==> config.mk <==
export PLATFORM = sky130hd
export DESIGN_NAME = multi_alarm_clock
export DESIGN_NICKNAME = d
export VERILOG_FILES = /design/src/rtl/clock_pkg.sv /design/src/rtl/binarytoBCD.sv /design/src/rtl/multi_alarm_clock.sv
export SDC_FILE = /design/constraint.sdc
export NUM_CORES = 1
export LEC_CHECK = 0
export BUFFER_PORTS_ARGS = -buffer_cell sky130_fd_sc_hd__buf_2
export CAP_MARGIN = 10
export CORE_AREA = 2 2 130 107
export DETAILED_ROUTE_END_ITERATION = 16
export DIE_AREA = 0 0 132 109
export GPL_ROUTABILITY_DRIVEN = 1
export HOLD_SLACK_MARGIN = 0.12
export PLACE_DENSITY_LB_ADDON = 0.08
export SYNTH_ARGS = -nofsm -noshare
export SYNTH_HDL_FRONTEND = slang
export SYNTH_HIERARCHICAL = 1
export SYNTH_SLANG_ARGS = --single-unit
==> constraint.sdc <==
create_clock -name clk -period 4.02 [get_ports clk]
set_clock_uncertainty 0.1 [all_clocks]
set_input_delay 0.201 -clock clk [delete_from_list [all_inputs] [get_ports clk]]
set_output_delay 0.201 -clock clk [all_outputs]
set_load 0.05 [all_outputs]
==> src/rtl/clock_pkg.sv <==
// Shared definitions for the multi-alarm clock: FSM states, mode codes,
// time-field limits and the wrap-around increment helpers.
package clock_pkg;

   typedef enum logic [1:0] {
      ST_IDLE   = 2'd0,
      ST_RING   = 2'd1,
      ST_SNOOZE = 2'd2
   } alarm_state_t;

   localparam logic [1:0] MODE_RUN       = 2'b00;
   localparam logic [1:0] MODE_SET_ALARM = 2'b01;
   localparam logic [1:0] MODE_SET_TIME  = 2'b10;
   localparam logic [1:0] MODE_ARMED     = 2'b11;

   localparam logic [5:0] SEC_MAX = 6'd59;
   localparam logic [5:0] MIN_MAX = 6'd59;

   // Minutes/seconds wrap 59 -> 0 with no carry out.
   function automatic logic [5:0] min_inc(input logic [5:0] m);
      return (m == MIN_MAX) ? 6'd0 : m + 6'd1;
   endfunction

   // Hours wrap 23 -> 0 in 24-hour mode, 12 -> 1 (never 0) in 12-hour mode.
   function automatic logic [4:0] hour_inc(input logic [4:0] h, input logic h24);
      if (h24)
         return (h == 5'd23) ? 5'd0 : h + 5'd1;
      else
         return (h == 5'd12) ? 5'd1 : h + 5'd1;
   endfunction

endpackage

==> src/rtl/binarytoBCD.sv <==
// Binary minutes/hours to two BCD digits each, purely combinational.
module binarytoBCD (
   input  logic [5:0] minutes,
   input  logic [4:0] hours,
   output logic [3:0] min_LSB,
   output logic [3:0] min_MSB,
   output logic [3:0] hr_LSB,
   output logic [3:0] hr_MSB
);

   // Split each value into tens and units digits.
   always_comb begin
      min_MSB = 4'(minutes / 6'd10);
      min_LSB = 4'(minutes % 6'd10);
      hr_MSB  = 4'(hours / 5'd10);
      hr_LSB  = 4'(hours % 5'd10);
   end

endmodule

==> src/rtl/multi_alarm_clock.sv <==
// Time-of-day clock with a parameterised bank of alarms, snooze and
// 12/24-hour BCD display. Single clock domain, synchronous clear.
module multi_alarm_clock
   import clock_pkg::*;
#(
   parameter int TICK_DIV    = 1_666_666,
   parameter int NUM_ALARMS  = 4,
   parameter int HOUR24      = 0,
   parameter int RING_SECS   = 5,
   parameter int SNOOZE_MINS = 5,
   localparam int SEL_W = (NUM_ALARMS > 1) ? $clog2(NUM_ALARMS) : 1
) (
   input  logic                  clk,
   input  logic                  clr,
   input  logic [1:0]            mode,
   input  logic [SEL_W-1:0]      alarm_sel,
   input  logic                  min_up,
   input  logic                  hour_up,
   input  logic [NUM_ALARMS-1:0] alarm_en,
   input  logic                  snooze,
   output logic                  alarm,
   output logic [SEL_W-1:0]      alarm_idx,
   output logic [3:0]            min_LSB,
   output logic [3:0]            min_MSB,
   output logic [3:0]            hr_LSB,
   output logic [3:0]            hr_MSB,
   output logic                  sec_tick
);

   localparam int         PW     = (TICK_DIV > 1) ? $clog2(TICK_DIV) : 1;
   localparam int         RW     = (RING_SECS > 0) ? $clog2(RING_SECS + 1) : 1;
   localparam logic       H24    = (HOUR24 != 0);
   localparam logic [4:0] HR_RST = H24 ? 5'd0 : 5'd12;

   logic [PW-1:0] presc;
   logic [5:0]    sec, min;
   logic [4:0]    hr;
   logic [5:0]    alm_min [NUM_ALARMS];
   logic [4:0]    alm_hr  [NUM_ALARMS];

   logic min_up_p0, min_up_p1, hour_up_p0, hour_up_p1, snooze_p0, snooze_p1;
   logic min_edge, hour_edge, snooze_edge;
   logic run, tick, minute_boundary, sel_ok;

   logic [5:0] sec_nx, min_nx;
   logic [4:0] hr_nx;
   logic       hit;
   logic [SEL_W-1:0] hit_idx;

   logic [6:0] wk_sum;
   logic [5:0] wake_min_nx, wake_min;
   logic [4:0] wake_hr_nx, wake_hr;

   alarm_state_t   state;
   logic [RW-1:0]  ring_cnt;

   logic [5:0] disp_min;
   logic [4:0] disp_hr;

   assign run             = (mode == MODE_RUN) || (mode == MODE_ARMED);
   assign tick            = run && (presc == PW'(TICK_DIV - 1));
   assign minute_boundary = tick && (sec == SEC_MAX);
   assign sec_tick        = tick;
   assign min_edge        = min_up_p0 & ~min_up_p1;
   assign hour_edge       = hour_up_p0 & ~hour_up_p1;
   assign snooze_edge     = snooze_p0 & ~snooze_p1;
   assign sel_ok          = (int'(alarm_sel) < NUM_ALARMS);

   // Register the push-button levels twice; a rising edge is one cycle of p0 & ~p1.
   always_ff @(posedge clk) begin
      if (clr) begin
         min_up_p0  <= 1'b0;
         min_up_p1  <= 1'b0;
         hour_up_p0 <= 1'b0;
         hour_up_p1 <= 1'b0;
         snooze_p0  <= 1'b0;
         snooze_p1  <= 1'b0;
      end else begin
         min_up_p0  <= min_up;
         min_up_p1  <= min_up_p0;
         hour_up_p0 <= hour_up;
         hour_up_p1 <= hour_up_p0;
         snooze_p0  <= snooze;
         snooze_p1  <= snooze_p0;
      end
   end

   // One-second prescaler; frozen at zero while editing so time cannot drift.
   always_ff @(posedge clk) begin
      if (clr || !run || tick)
         presc <= '0;
      else
         presc <= presc + PW'(1);
   end

   // Time value after the current tick, with seconds->minutes->hours carry.
   always_comb begin
      sec_nx = sec;
      min_nx = min;
      hr_nx  = hr;
      if (sec == SEC_MAX) begin
         sec_nx = 6'd0;
         min_nx = min_inc(min);
         if (min == MIN_MAX)
            hr_nx = hour_inc(hr, H24);
      end else begin
         sec_nx = sec + 6'd1;
      end
   end

   // Timekeeping: advance on ticks, or manual set in set-time mode (no carry).
   always_ff @(posedge clk) begin
      if (clr) begin
         sec <= 6'd0;
         min <= 6'd0;
         hr  <= HR_RST;
      end else if (run) begin
         if (tick) begin
            sec <= sec_nx;
            min <= min_nx;
            hr  <= hr_nx;
         end
      end else if (mode == MODE_SET_TIME) begin
         if (min_edge) begin
            min <= min_inc(min);
            sec <= 6'd0;
         end
         if (hour_edge)
            hr <= hour_inc(hr, H24);
      end
   end

   // Alarm register bank; only the selected entry is edited in set-alarm mode.
   always_ff @(posedge clk) begin
      if (clr) begin
         for (int i = 0; i < NUM_ALARMS; i++) begin
            alm_min[i] <= 6'd0;
            alm_hr[i]  <= HR_RST;
         end
      end else if (mode == MODE_SET_ALARM && sel_ok) begin
         if (min_edge)
            alm_min[alarm_sel] <= min_inc(alm_min[alarm_sel]);
         if (hour_edge)
            alm_hr[alarm_sel] <= hour_inc(alm_hr[alarm_sel], H24);
      end
   end

   // Lowest-index enabled alarm equal to the time about to be shown.
   always_comb begin
      hit     = 1'b0;
      hit_idx = '0;
      for (int i = NUM_ALARMS - 1; i >= 0; i--) begin
         if (alarm_en[i] && alm_hr[i] == hr_nx && alm_min[i] == min_nx) begin
            hit     = 1'b1;
            hit_idx = SEL_W'(i);
         end
      end
   end

   // Snooze wake time: now + SNOOZE_MINS, carrying into the hour and day.
   always_comb begin
      wk_sum = {1'b0, min} + 7'(SNOOZE_MINS % 60);
      if (wk_sum > 7'd59) begin
         wake_min_nx = 6'(wk_sum - 7'd60);
         wake_hr_nx  = hour_inc(hr, H24);
      end else begin
         wake_min_nx = wk_sum[5:0];
         wake_hr_nx  = hr;
      end
   end

   // Alarm FSM with registered ring output and latched alarm index.
   always_ff @(posedge clk) begin
      if (clr) begin
         state     <= ST_IDLE;
         alarm     <= 1'b0;
         alarm_idx <= '0;
         ring_cnt  <= '0;
      end else begin
         case (state)
            ST_IDLE: begin
               if (mode == MODE_ARMED && minute_boundary && hit) begin
                  state     <= ST_RING;
                  alarm     <= 1'b1;
                  alarm_idx <= hit_idx;
                  ring_cnt  <= '0;
               end
            end
            ST_RING: begin
               if (mode != MODE_ARMED || !alarm_en[alarm_idx]) begin
                  state <= ST_IDLE;
                  alarm <= 1'b0;
               end else if (snooze_edge) begin
                  state    <= ST_SNOOZE;
                  alarm    <= 1'b0;
                  wake_min <= wake_min_nx;
                  wake_hr  <= wake_hr_nx;
               end else if (tick) begin
                  if (ring_cnt == RW'(RING_SECS - 1)) begin
                     state <= ST_IDLE;
                     alarm <= 1'b0;
                  end else begin
                     ring_cnt <= ring_cnt + RW'(1);
                  end
               end
            end
            ST_SNOOZE: begin
               if (mode != MODE_ARMED || !alarm_en[alarm_idx]) begin
                  state <= ST_IDLE;
                  alarm <= 1'b0;
               end else if (minute_boundary && hr_nx == wake_hr && min_nx == wake_min) begin
                  state    <= ST_RING;
                  alarm    <= 1'b1;
                  ring_cnt <= '0;
               end
            end
            default: begin
               state <= ST_IDLE;
               alarm <= 1'b0;
            end
         endcase
      end
   end

   // Display source: selected alarm while editing alarms, otherwise the time.
   always_comb begin
      disp_min = min;
      disp_hr  = hr;
      if (mode == MODE_SET_ALARM && sel_ok) begin
         disp_min = alm_min[alarm_sel];
         disp_hr  = alm_hr[alarm_sel];
      end
   end

   binarytoBCD u_bcd (
      .minutes (disp_min),
      .hours   (disp_hr),
      .min_LSB (min_LSB),
      .min_MSB (min_MSB),
      .hr_LSB  (hr_LSB),
      .hr_MSB  (hr_MSB)
   );

endmodule

==> metrics.cfg, run 1 <==
[worst_setup_path]
cp_max_fo = 16
crit_path_end = ring_cnt[2]$_SDFFE_PP0P_
path_depth = 11
ff2ff_path_depth = 11
r2r-end = ring_cnt[2]$_SDFFE_PP0P_
required_ps = 4230
critPathSlowestCell = or4_4
crit_type = reg2reg
critPathLaunch = sec[0]$_SDFFE_PP0P_
path_cells = ha_1 -> nand3b_4 -> nor4_4 -> buf_4 -> mux2i_1 -> xor2_1 -> nand4_1 -> or3_1 -> and4_1 -> or4_4 -> a21oi_2
critical_path.max_stage_delay_ps = 530
worst-endpoint-arrival_ps = 4010
crit_family = simple AND/OR/NAND/NOR gates
rrSetupSlack_ps = 220
critPathBufInv = 1
startpoint_type = flip-flop
r2r-start = sec[0]$_SDFFE_PP0P_
end_kind = flip-flop

[logic_synthesis]
synth_top_family_by_area = simple AND/OR/NAND/NOR gates
netlist_area_sq_um = 7680
synth_cell_types = 94
synth_xor_area_frac = 0.0968
async_flop_share = 0
synth-seq-cells = 107
yosys.area_share.adder = 0.0326
syn_inst = 848
synth_edf_count = 55
synth_compound_area_frac = 0.161
synthSimpleGateAreaFrac = 0.236
synth_flop_cell = edfxtp_1
ys_seq_area_frac = 0.351
yosys_warnings = 6
syn_avg_cell_area_sq_um = 9.06
synthMuxAreaShare = 0.0692

[clock_tree]
clock_latency_ps = 370
clockBufferDepth = 2
cts_root_buf = clkbuf_16
cts_made_buffers = 9
clkTransAtPathRegs_ps = 80
cts_sinks = 107
htree_levels = 3
cts_tree = built

[finish]
fin_cells = 1058
area_delta_synth_final_pct = 8.94
nNetsFinal = 906
num-fill-cells = 1166
final_util = 0.635
drive_above_1_share = 0.147
diodes = 0

[drt]
avgRoutedWirePerCell_microns = 20.9
vias_per_cell = 6.35
drc = 0
wl_microns = 22200
num_vias = 6719
drt-pass1-iter-count = 6
drt-initial-drc-count = 688
ant_nets = 0

[sta]
max_freq_ghz = 0.263
slew_headroom = 0.381
fin_crit_ps = 3800
setup-violations-final = 0
hold_viol = 0
drv_slew = 0
tns_ps = 0
rsz0062_at_grt = no
holdWs_ps = 251
worst_pin_slew_ps = 918
period_share = 0.946

[grt]
grt_antenna_before_repair = 0
grt_first_pass_wirelength_microns = 35100
track_usage = 0.318
grt_max_degree = 30
overflow = 0
grt_pass1_vias = 6259

[floorplanning]
die_w_microns = 132
num_rows = 38
start_util = 0.583
coreArea_sq_um = 13200
die_h_microns = 109
dieArea_sq_um = 14400
io_pins = 33

[power]
power.density_nw_per_um2 = 296
p_leak_nw = 3.06
fin_total_pwr_mw = 2.48
ir_worst_vdd_uv = 281

[placed_design]
dp.cells = 1039
routabilityCongestion = 0.946
dp_hpwl_microns = 17000
portBuffers = 29

[job]
cap_violations = 0

[worst_hold_path]
hold_path.class = in2reg

[status]
status = finished, final reports clean

-- routing by layer --
layer  wire, microns  GRT usage  share of wire  vias to the layer above
met5               0          0              0                        -
met2            9930      0.492           0.45                      324
met1            9910      0.454           0.45                     3222
li1                -          -              -                     3138
met3            1970     0.0721          0.089                       35
met4             358     0.0784          0.016                        0
-- layout make-up --
type                    instances  area, sq um  area share
clock buffers                  11          253      0.0302
clock inverters                 5         42.5     0.00508
well taps                     180          225      0.0269
inverters                      43          161      0.0193
repair buffers                 62          400      0.0478
flip-flops and latches        107         2690       0.322
multi-input cells             650         4590       0.549
-- worst min-delay path by stage --
stage	depth (start not counted)	to	startpoint	slack [ps]
4_1_cts	2	min_up_p0$_SDFF_PP0_	clr	240
3_3_place_gp	2	min_up_p0$_SDFF_PP0_	min_up	310
5_1_grt	2	min_up_p0$_SDFF_PP0_	clr	270
3_5_place_dp	2	min_up_p0$_SDFF_PP0_	min_up	320
6_report	2	hr[1]$_SDFFE_PP0P_	clr	250
2_1_floorplan	1	hour_up_p0$_SDFF_PP0_	hour_up	230
-- worst reg2reg max path: stages (launching register included) --
cell,delay (ps)
dfxtp_1,390
ha_1,270
nand3b_4,220
nor4_4,340
buf_4,320
mux2i_1,370
xor2_1,210
nand4_1,110
or3_1,460
and4_1,270
or4_4,530
a21oi_2,140
-- report_power, final --
part	total [mW]	internal, mW	switching (mW)
combinational	0.394	0.134	0.260
clock	0.889	0.464	0.425
sequential	1.19	1.17	0.0269
total	2.48	1.76	0.712
-- sequential cells by signal, indices dropped and copies added (netlist names) --
signal,cells
min_up_p0,1
alm_min,24
state,2
min_up_p1,1
min,6
sec,6
ring_cnt,3
wake_min,6
wake_hr,5
hour_up_p1,1
hour_up_p0,1
presc,21
snooze_p1,1
alarm,1
alm_hr,20
alarm_idx,2
snooze_p0,1
hr,5
-- repair_timing --
action / in CTS / in global routing
gates resized for setup: 0 / 1
setup endpoints to repair: 0 / 1
hold buffers: 3 / 0
buffers inserted: 0 / 0
endpoints found under the hold margin: 3 / 0
-- per-stage QoR --
step,setup slack [ps],instance area [sq um]
floorplan,57.8,7700
CTS,114,8370
detailed placement,161,8040
global placement,238,8040
finish,216,8370
global route,26.0,8370
-- Yosys cell counts, drive strengths merged, types with 5 or more instances --
cell | count | share of area
nor2 | 92 | 0.045
nand2 | 73 | 0.036
edfxtp | 55 | 0.22
dfxtp | 52 | 0.14
xnor2 | 49 | 0.056
inv | 43 | 0.021
o21ai | 35 | 0.023
xor2 | 35 | 0.041
buf | 30 | 0.023
a21oi | 27 | 0.019
nand3 | 27 | 0.019
nor3 | 22 | 0.014
clkbuf | 20 | 0.0098
ha | 20 | 0.033
nand4 | 19 | 0.015
nor2b | 18 | 0.015
a211oi | 14 | 0.014
and3 | 13 | 0.011
mux2i | 13 | 0.017
mux4 | 12 | 0.035
nor4 | 12 | 0.014
mux2 | 11 | 0.017
nand2b | 11 | 0.0090
or3 | 11 | 0.0090
a31oi | 8 | 0.0090
and2 | 8 | 0.0065
a21boi | 7 | 0.0078
a221oi | 7 | 0.0080
nand4b | 6 | 0.0068
o31ai | 6 | 0.0059
a2111oi | 5 | 0.0081
nor3b | 5 | 0.0055
o2111ai | 5 | 0.0065
o211ai | 5 | 0.0049
-- cells in the final DEF, fill, tap and decap left out, types with 5 or more instances in the layout --
master	count
a21oi_1	24
o211ai_1	5
nor2_1	91
ha_1	20
o31ai_1	6
o21ai_1	6
buf_2	29
a31oi_1	5
clkbuf_16	9
edfxtp_1	55
nand2_1	73
or3_1	11
and3_1	13
a221oi_1	7
nand2b_1	11
buf_4	30
mux2i_1	11
nand4b_1	6
and2_1	8
a211oi_1	13
xnor2_1	49
nand3_1	26
o21ai_0	28
inv_1	42
nor4_1	10
mux4_2	12
dfxtp_1	52
nor2b_1	18
mux2_2	10
nand4_1	19
xor2_1	34
nor3_1	22
-- logic make-up after synthesis --
kind of cell             after synthesis
buffers and inverters                 93
AND/OR/NAND/NOR                      341
multiplexers                          36
AO/OA/AOI/OAI                        166
flip-flops                           107
adder cells (fa/ha/maj)               20
XOR/XNOR                              84
other                                  1
Note: power is estimated with default switching activity, not from simulation.
==> run 2, diff against run 1 <==
--- a/config.mk
+++ b/config.mk
@@ -5,11 +5,12 @@
 export SDC_FILE = /design/constraint.sdc
 export NUM_CORES = 1
 export LEC_CHECK = 0
+export ABC_AREA = 1
 export BUFFER_PORTS_ARGS = -buffer_cell sky130_fd_sc_hd__buf_2
 export CAP_MARGIN = 10
-export CORE_AREA = 2 2 130 107
+export CORE_AREA = 2 2 141 115
 export DETAILED_ROUTE_END_ITERATION = 16
-export DIE_AREA = 0 0 132 109
+export DIE_AREA = 0 0 143 117
 export GPL_ROUTABILITY_DRIVEN = 1
 export HOLD_SLACK_MARGIN = 0.12
 export PLACE_DENSITY_LB_ADDON = 0.08
==> run 2 against run 1 <==
Net effect:
- final area fell by 2.5%
- first-iteration DRC count shrank 19%
- largest power group unchanged
- combinational power is 71% higher
- sequential share of layout area grew 0.82 points
- non-clock buffer count shrank 26
- setup slack improved by 230 ps
- synthesized cell count grew 26%
- worst hold slack got worse by 43 ps
- utilization is 11 points lower
==> metrics.cfg, run 2 <==
[status]
status = finished, final reports clean

[worst_hold_path]
hold_path.class = in2reg

[clock_tree]
cts_tree = built
clock_latency_ps = 360
htree_levels = 3
cts_root_buf = clkbuf_16
cts_resized = 0
cts_made_buffers = 9
cts_sinks = 107
clkTransAtPathRegs_ps = 80
clockBufferDepth = 2

[logic_synthesis]
synth-seq-cells = 107
synth_top_cell_by_area = edfxtp_1
yosysTopAreaCellShare = 0.219
syn_avg_cell_area_sq_um = 7.08
synth_cell_types = 52
synth.area.top_cells = edfxtp_1 (22%), dfxtp_1 (14%), nand2_1 (13%), inv_1 (7.4%), nor2_1 (6.9%)
synth_flop_cell = edfxtp_1
yosys_warnings = 6
netlist_area_sq_um = 7550
netlist_top_cells_count = nand2_1 (254), inv_1 (149), nor2_1 (139), nand3_1 (86), edfxtp_1 (55)
ys_seq_area_frac = 0.357
synth_edf_count = 55
async_flop_share = 0
syn_inst = 1066
synth_most_common_cell = nand2_1

[worst_setup_path]
end_kind = primary output
cp_max_fo = 13
r2r-end = ring_cnt[1]$_SDFFE_PP0P_
crit_path_end = min_LSB[3]
cpMostUsedCell = nand2_1
critPathLaunch = alarm_sel[1]
r2r-start = min[1]$_SDFFE_PP0P_
worst-endpoint-arrival_ps = 3280
critPathSlowestCell = o21ai_0
crit_type = in2out
path_cells = buf_2 -> inv_2 -> nor2_1 -> inv_1 -> o22ai_1 -> a31oi_1 -> o21ai_0 -> inv_1 -> nand3_2 -> nand2_1 -> clkinv_2 -> nand3_1 -> nand2_1 -> inv_1 -> ha_1 -> inv_1 -> nand2_1 -> nand2_1 -> nand2_1 -> nand2_1 -> buf_2
critical_path.max_stage_delay_ps = 550
rrSetupSlack_ps = 1010
ff2ff_path_depth = 18
startpoint_type = input pin
required_ps = 3720
critPathBufInv = 8
crit_family = buffers and inverters
path_depth = 21

[grt]
grt_max_degree = 23
grt_antenna_before_repair = 0
grt_pass1_vias = 6105
overflow = 0
track_usage = 0.250
grt_first_pass_wirelength_microns = 32200

[finish]
area_delta_synth_final_pct = 8.11
drive_above_1_share = 0.122
top_regs = alm_min (24), presc (21), alm_hr (20)
final_common_cell = nand2_1
largest_register = alm_min
largest_register_ffs = 24
final_cell_mix = nand2_1 (254), inv_1 (149), nor2_1 (139)
num-fill-cells = 1551
design_area_sq_um = 8160
diodes = 0
nNetsFinal = 1121

[floorplanning]
coreArea_sq_um = 15400
dieArea_sq_um = 16700
die_h_microns = 117
num_rows = 41
start_util = 0.489
io_pins = 33
die_w_microns = 143

[placed_design]
dp_hpwl_microns = 15600
routabilityCongestion = 0.905
portBuffers = 29
post_dp_cell_area_sq_um = 7850

[drt]
drt-initial-drc-count = 557
drc = 0
vias_per_cell = 5.14
wl_microns = 19900
avgRoutedWirePerCell_microns = 15.2
drt-pass1-iter-count = 5
num_vias = 6722
ant_nets = 0

[power]
ir_worst_vdd_uv = 239
p_leak_nw = 3.59
power.density_nw_per_um2 = 337

[job]
cap_violations = 0

[sta]
fin_crit_ps = 3580
drv_slew = 0
rsz0062_at_grt = no
period_share = 0.890
hold_viol = 0
setup-violations-final = 0
tns_ps = 0
worst_pin_slew_ps = 912
slew_headroom = 0.390
max_freq_ghz = 0.280

[run 2: cell types whose count changed after synthesis, moves of 12 or more]
cell,previous run,this run
mux4_2,12,0
mux2i_1,12,0
and3_1,13,0
nand2_4,0,13
nand3_1,26,86
buf_2,17,3
inv_1,42,149
nor2_1,91,139
nand2_1,73,254
xnor2_1,49,11
o21ai_0,28,45
nand2_2,0,19
nor2b_1,18,0
[run 2: cell families after synthesis]
logic type      count (synthesis)  synth area share
simple gates                  599             0.381
fa+ha+maj                      20            0.0332
flops                         107             0.357
buf+inv                       189             0.100
xor+xnor                       35            0.0416
other cells                     1          0.000497
compound gates                115            0.0874
[run 2: routing by layer]
metal	track usage	part of all wire
met1	0.370	0.51
met2	0.379	0.42
met3	0.0492	0.061
met4	0.0528	0.011
met5	0	0
[run 2: how the worst min path moves through the flow]
stage / start / to / slack [ps] / depth (start not counted)
detailed placement: snooze / snooze_p0$_SDFF_PP0_ / 310 / 3
CTS: clr / snooze_p0$_SDFF_PP0_ / 210 / 2
finish: clr / snooze_p0$_SDFF_PP0_ / 210 / 2
floorplan: hour_up / hour_up_p0$_SDFF_PP0_ / 210 / 2
global route: clr / min_up_p0$_SDFF_PP0_ / 220 / 2
global placement: snooze / snooze_p0$_SDFF_PP0_ / 310 / 3
[run 2: layout make-up]
| cell class | instances | area [sq um] | share of cell area |
|---|---|---|---|
| clock buffer | 9 | 225 | 0.0276 |
| inverter | 162 | 609 | 0.0747 |
| sequential | 107 | 2690 | 0.330 |
| timing repair buffer | 36 | 205 | 0.0251 |
| multi-input combinational | 772 | 4110 | 0.503 |
| tap | 215 | 269 | 0.0330 |
| clock inverter | 7 | 51.3 | 0.00629 |
[run 2: power breakdown]
part | switching (mW) | internal (mW) | leakage, nW
combinational | 0.488 | 0.186 | 2.50
clock | 0.430 | 0.426 | 0.139
sequential | 0.0435 | 1.18 | 0.951
total | 0.961 | 1.79 | 3.59
[run 2: timing repair]
action | in CTS | in global routing
endpoints found under the setup margin | 0 | 0
hold buffers | 3 | 0
setup buffers | 0 | 0
hold endpoints to repair | 3 | 0
[run 2: worst register-to-register path: stages, from the launching register on]
cell and delay (ps):
dfxtp_1 510, ha_1 430, nand3_4 260, nor2_4 250, nand2_1 100, nand2_1 190
nand2_1 80, nand2_1 70, nor2_1 40, nand2_1 60, nor2_1 40, nand3_1 110
nand2_1 100, o21ai_2 210, nand2_4 120, nand2_2 100, nand2_1 50, nand2_1 60
nor2_2 30
[run 2: stage by stage]
stage / setup slack (ps) / util / cells / hold slack [ps] / power, mW
2_1_floorplan: 197 / - / 1068 / 208 / 1.75
3_3_place_gp: 584 / 0.509 / 1289 / 306 / 1.91
3_5_place_dp: 463 / 0.509 / 1289 / 310 / 1.91
4_1_cts: 463 / 0.528 / 1308 / 209 / 2.77
5_1_grt: 190 / 0.528 / 1308 / 223 / 2.89
6_report: 444 / 0.528 / 1308 / 208 / 2.75
==> run 3, diff against run 2 <==
==> constraint.sdc (replaced) <==
create_clock -name clk -period 3.64 [get_ports clk]
set_clock_uncertainty 0.1 [all_clocks]
set_input_delay 0.182 -clock clk [delete_from_list [all_inputs] [get_ports clk]]
set_output_delay 0.182 -clock clk [all_outputs]
set_load 0.05 [all_outputs]
==> run 3 against run 2 <==
Net effect:
- non-clock buffer count grew 2
- critical endpoint unchanged
- via count rose by 0.67%
- count of clock-buffer cells in the layout up 2
- sequential power up 11%
- cell count up 0.15%
- critical path depth up 2
- first-iteration DRC count down 17%
- power rose by 11%
- clock power up 13%
- combinational power grew 12%
- setup slack worse by 98 ps
==> metrics.cfg, run 3 (synthesis results as in run 2) <==
[floorplanning]
die_w_microns = 143
die_h_microns = 117
dieArea_sq_um = 16700
num_rows = 41
start_util = 0.489
coreArea_sq_um = 15400
io_pins = 33

[finish]
largest_register_ffs = 24
drive_above_1_share = 0.123
final_common_cell = nand2_1
final_cell_mix = nand2_1 (254), inv_1 (149), nor2_1 (139)
design_area_sq_um = 8180
diodes = 0
nNetsFinal = 1123
area_delta_synth_final_pct = 8.39
top_regs = alm_min (24), presc (21), alm_hr (20)
largest_register = alm_min
final_util = 0.530

[clock_tree]
clkTransAtPathRegs_ps = 80
htree_levels = 3
clockBufferDepth = 2
clock_latency_ps = 370
cts_resized = 0
cts_root_buf = clkbuf_16
cts_tree = built
cts_made_buffers = 9
cts_sinks = 107

[drt]
avgRoutedWirePerCell_microns = 15.4
num_vias = 6767
ant_nets = 0
drt-pass1-iter-count = 5
drt-initial-drc-count = 463
wl_microns = 20200
drc = 0
vias_per_cell = 5.17

[placed_design]
post_dp_cell_area_sq_um = 7870
portBuffers = 29
routabilityCongestion = 0.907
dp_hpwl_microns = 15800

[sta]
hold_viol = 0
fin_crit_ps = 3290
setup-violations-final = 0
period_share = 0.905
slew_headroom = 0.385
tns_ps = 0
max_freq_ghz = 0.304
rsz0062_at_grt = no
holdWs_ps = 202
drv_slew = 0
worst_pin_slew_ps = 919

[grt]
track_usage = 0.253
grt_antenna_before_repair = 0
overflow = 0
grt_pass1_vias = 6007
grt_first_pass_wirelength_microns = 32200
grt_max_degree = 23

[worst_hold_path]
hold_path.class = in2reg

[power]
fin_total_pwr_mw = 3.06
power.density_nw_per_um2 = 375
ir_worst_vdd_uv = 227
p_leak_nw = 3.60

[worst_setup_path]
cp_max_fo = 13
required_ps = 3360
crit_type = in2out
rrSetupSlack_ps = 570
worst-endpoint-arrival_ps = 3010
end_kind = primary output
startpoint_type = input pin

[status]
status = finished, final reports clean

[job]
cap_violations = 0

==> run 3: where the power goes <==
group / leakage (nW) / internal [mW] / switching, mW
clock: 0.138 / 0.487 / 0.479
sequential: 0.951 / 1.30 / 0.0470
combinational: 2.51 / 0.209 / 0.543
total: 3.60 / 2.00 / 1.07
==> run 3: metrics by stage <==
step	setup WS, ps	instances
final	346	1310
after global routing	14.1	1310
after CTS	373	1310
after detailed placement	383	1291
after global placement	432	1291
after floorplan	203	1068
==> run 3: timing repair <==
item                                   in CTS  in global routing
buffers inserted                            0                  0
endpoints found under the hold margin       3                  0
hold buffers                                3                  0
==> run 3: final timing paths <==
kind / startpoint / to / depth (start not counted)
worst max register to register: min[1]$_SDFFE_PP0P_ / ring_cnt[2]$_SDFFE_PP0P_ / 16
worst min-delay path: clr / min_up_p1$_SDFF_PP0_ / 2
worst max-delay path: alarm_sel[1] / min_LSB[3] / 23
worst min register to register: min_up_p0$_SDFF_PP0_ / min_up_p1$_SDFF_PP0_ / 2
==> run 3: area by class of cell <==
| class | instances | area [sq um] |
|---|---|---|
| Clock buffer | 11 | 243 |
| Clock inverter | 5 | 36.3 |
| Fill cell | 1566 | 7260 |
| Inverter | 162 | 609 |
| Multi-Input combinational cell | 772 | 4110 |
| Sequential cell | 107 | 2690 |
| Tap cell | 215 | 269 |
| Timing Repair Buffer | 38 | 220 |
==> run 3: metal layers <==
layer  global-route usage  vias up  share of wire
li1                     -     3476              -
met1                0.378     3088           0.50
met2                0.378      182           0.42
met3               0.0435       21          0.061
met4               0.0686        0          0.016
met5                    0        -              0
==> run 3: worst max-delay path, stage by stage <==
cell	delay (ps)
buf_2	150
inv_2	170
nor2_1	80
inv_1	330
o22ai_1	110
a31oi_1	400
o21ai_0	140
buf_4	170
inv_1	80
nand3_2	80
nand2_1	90
clkinv_2	80
nand2_4	80
nand2_1	70
nand2_1	80
inv_1	50
ha_1	180
inv_1	50
nand2_1	40
nand2_1	50
nand2_1	50
nand2_1	40
buf_2	250
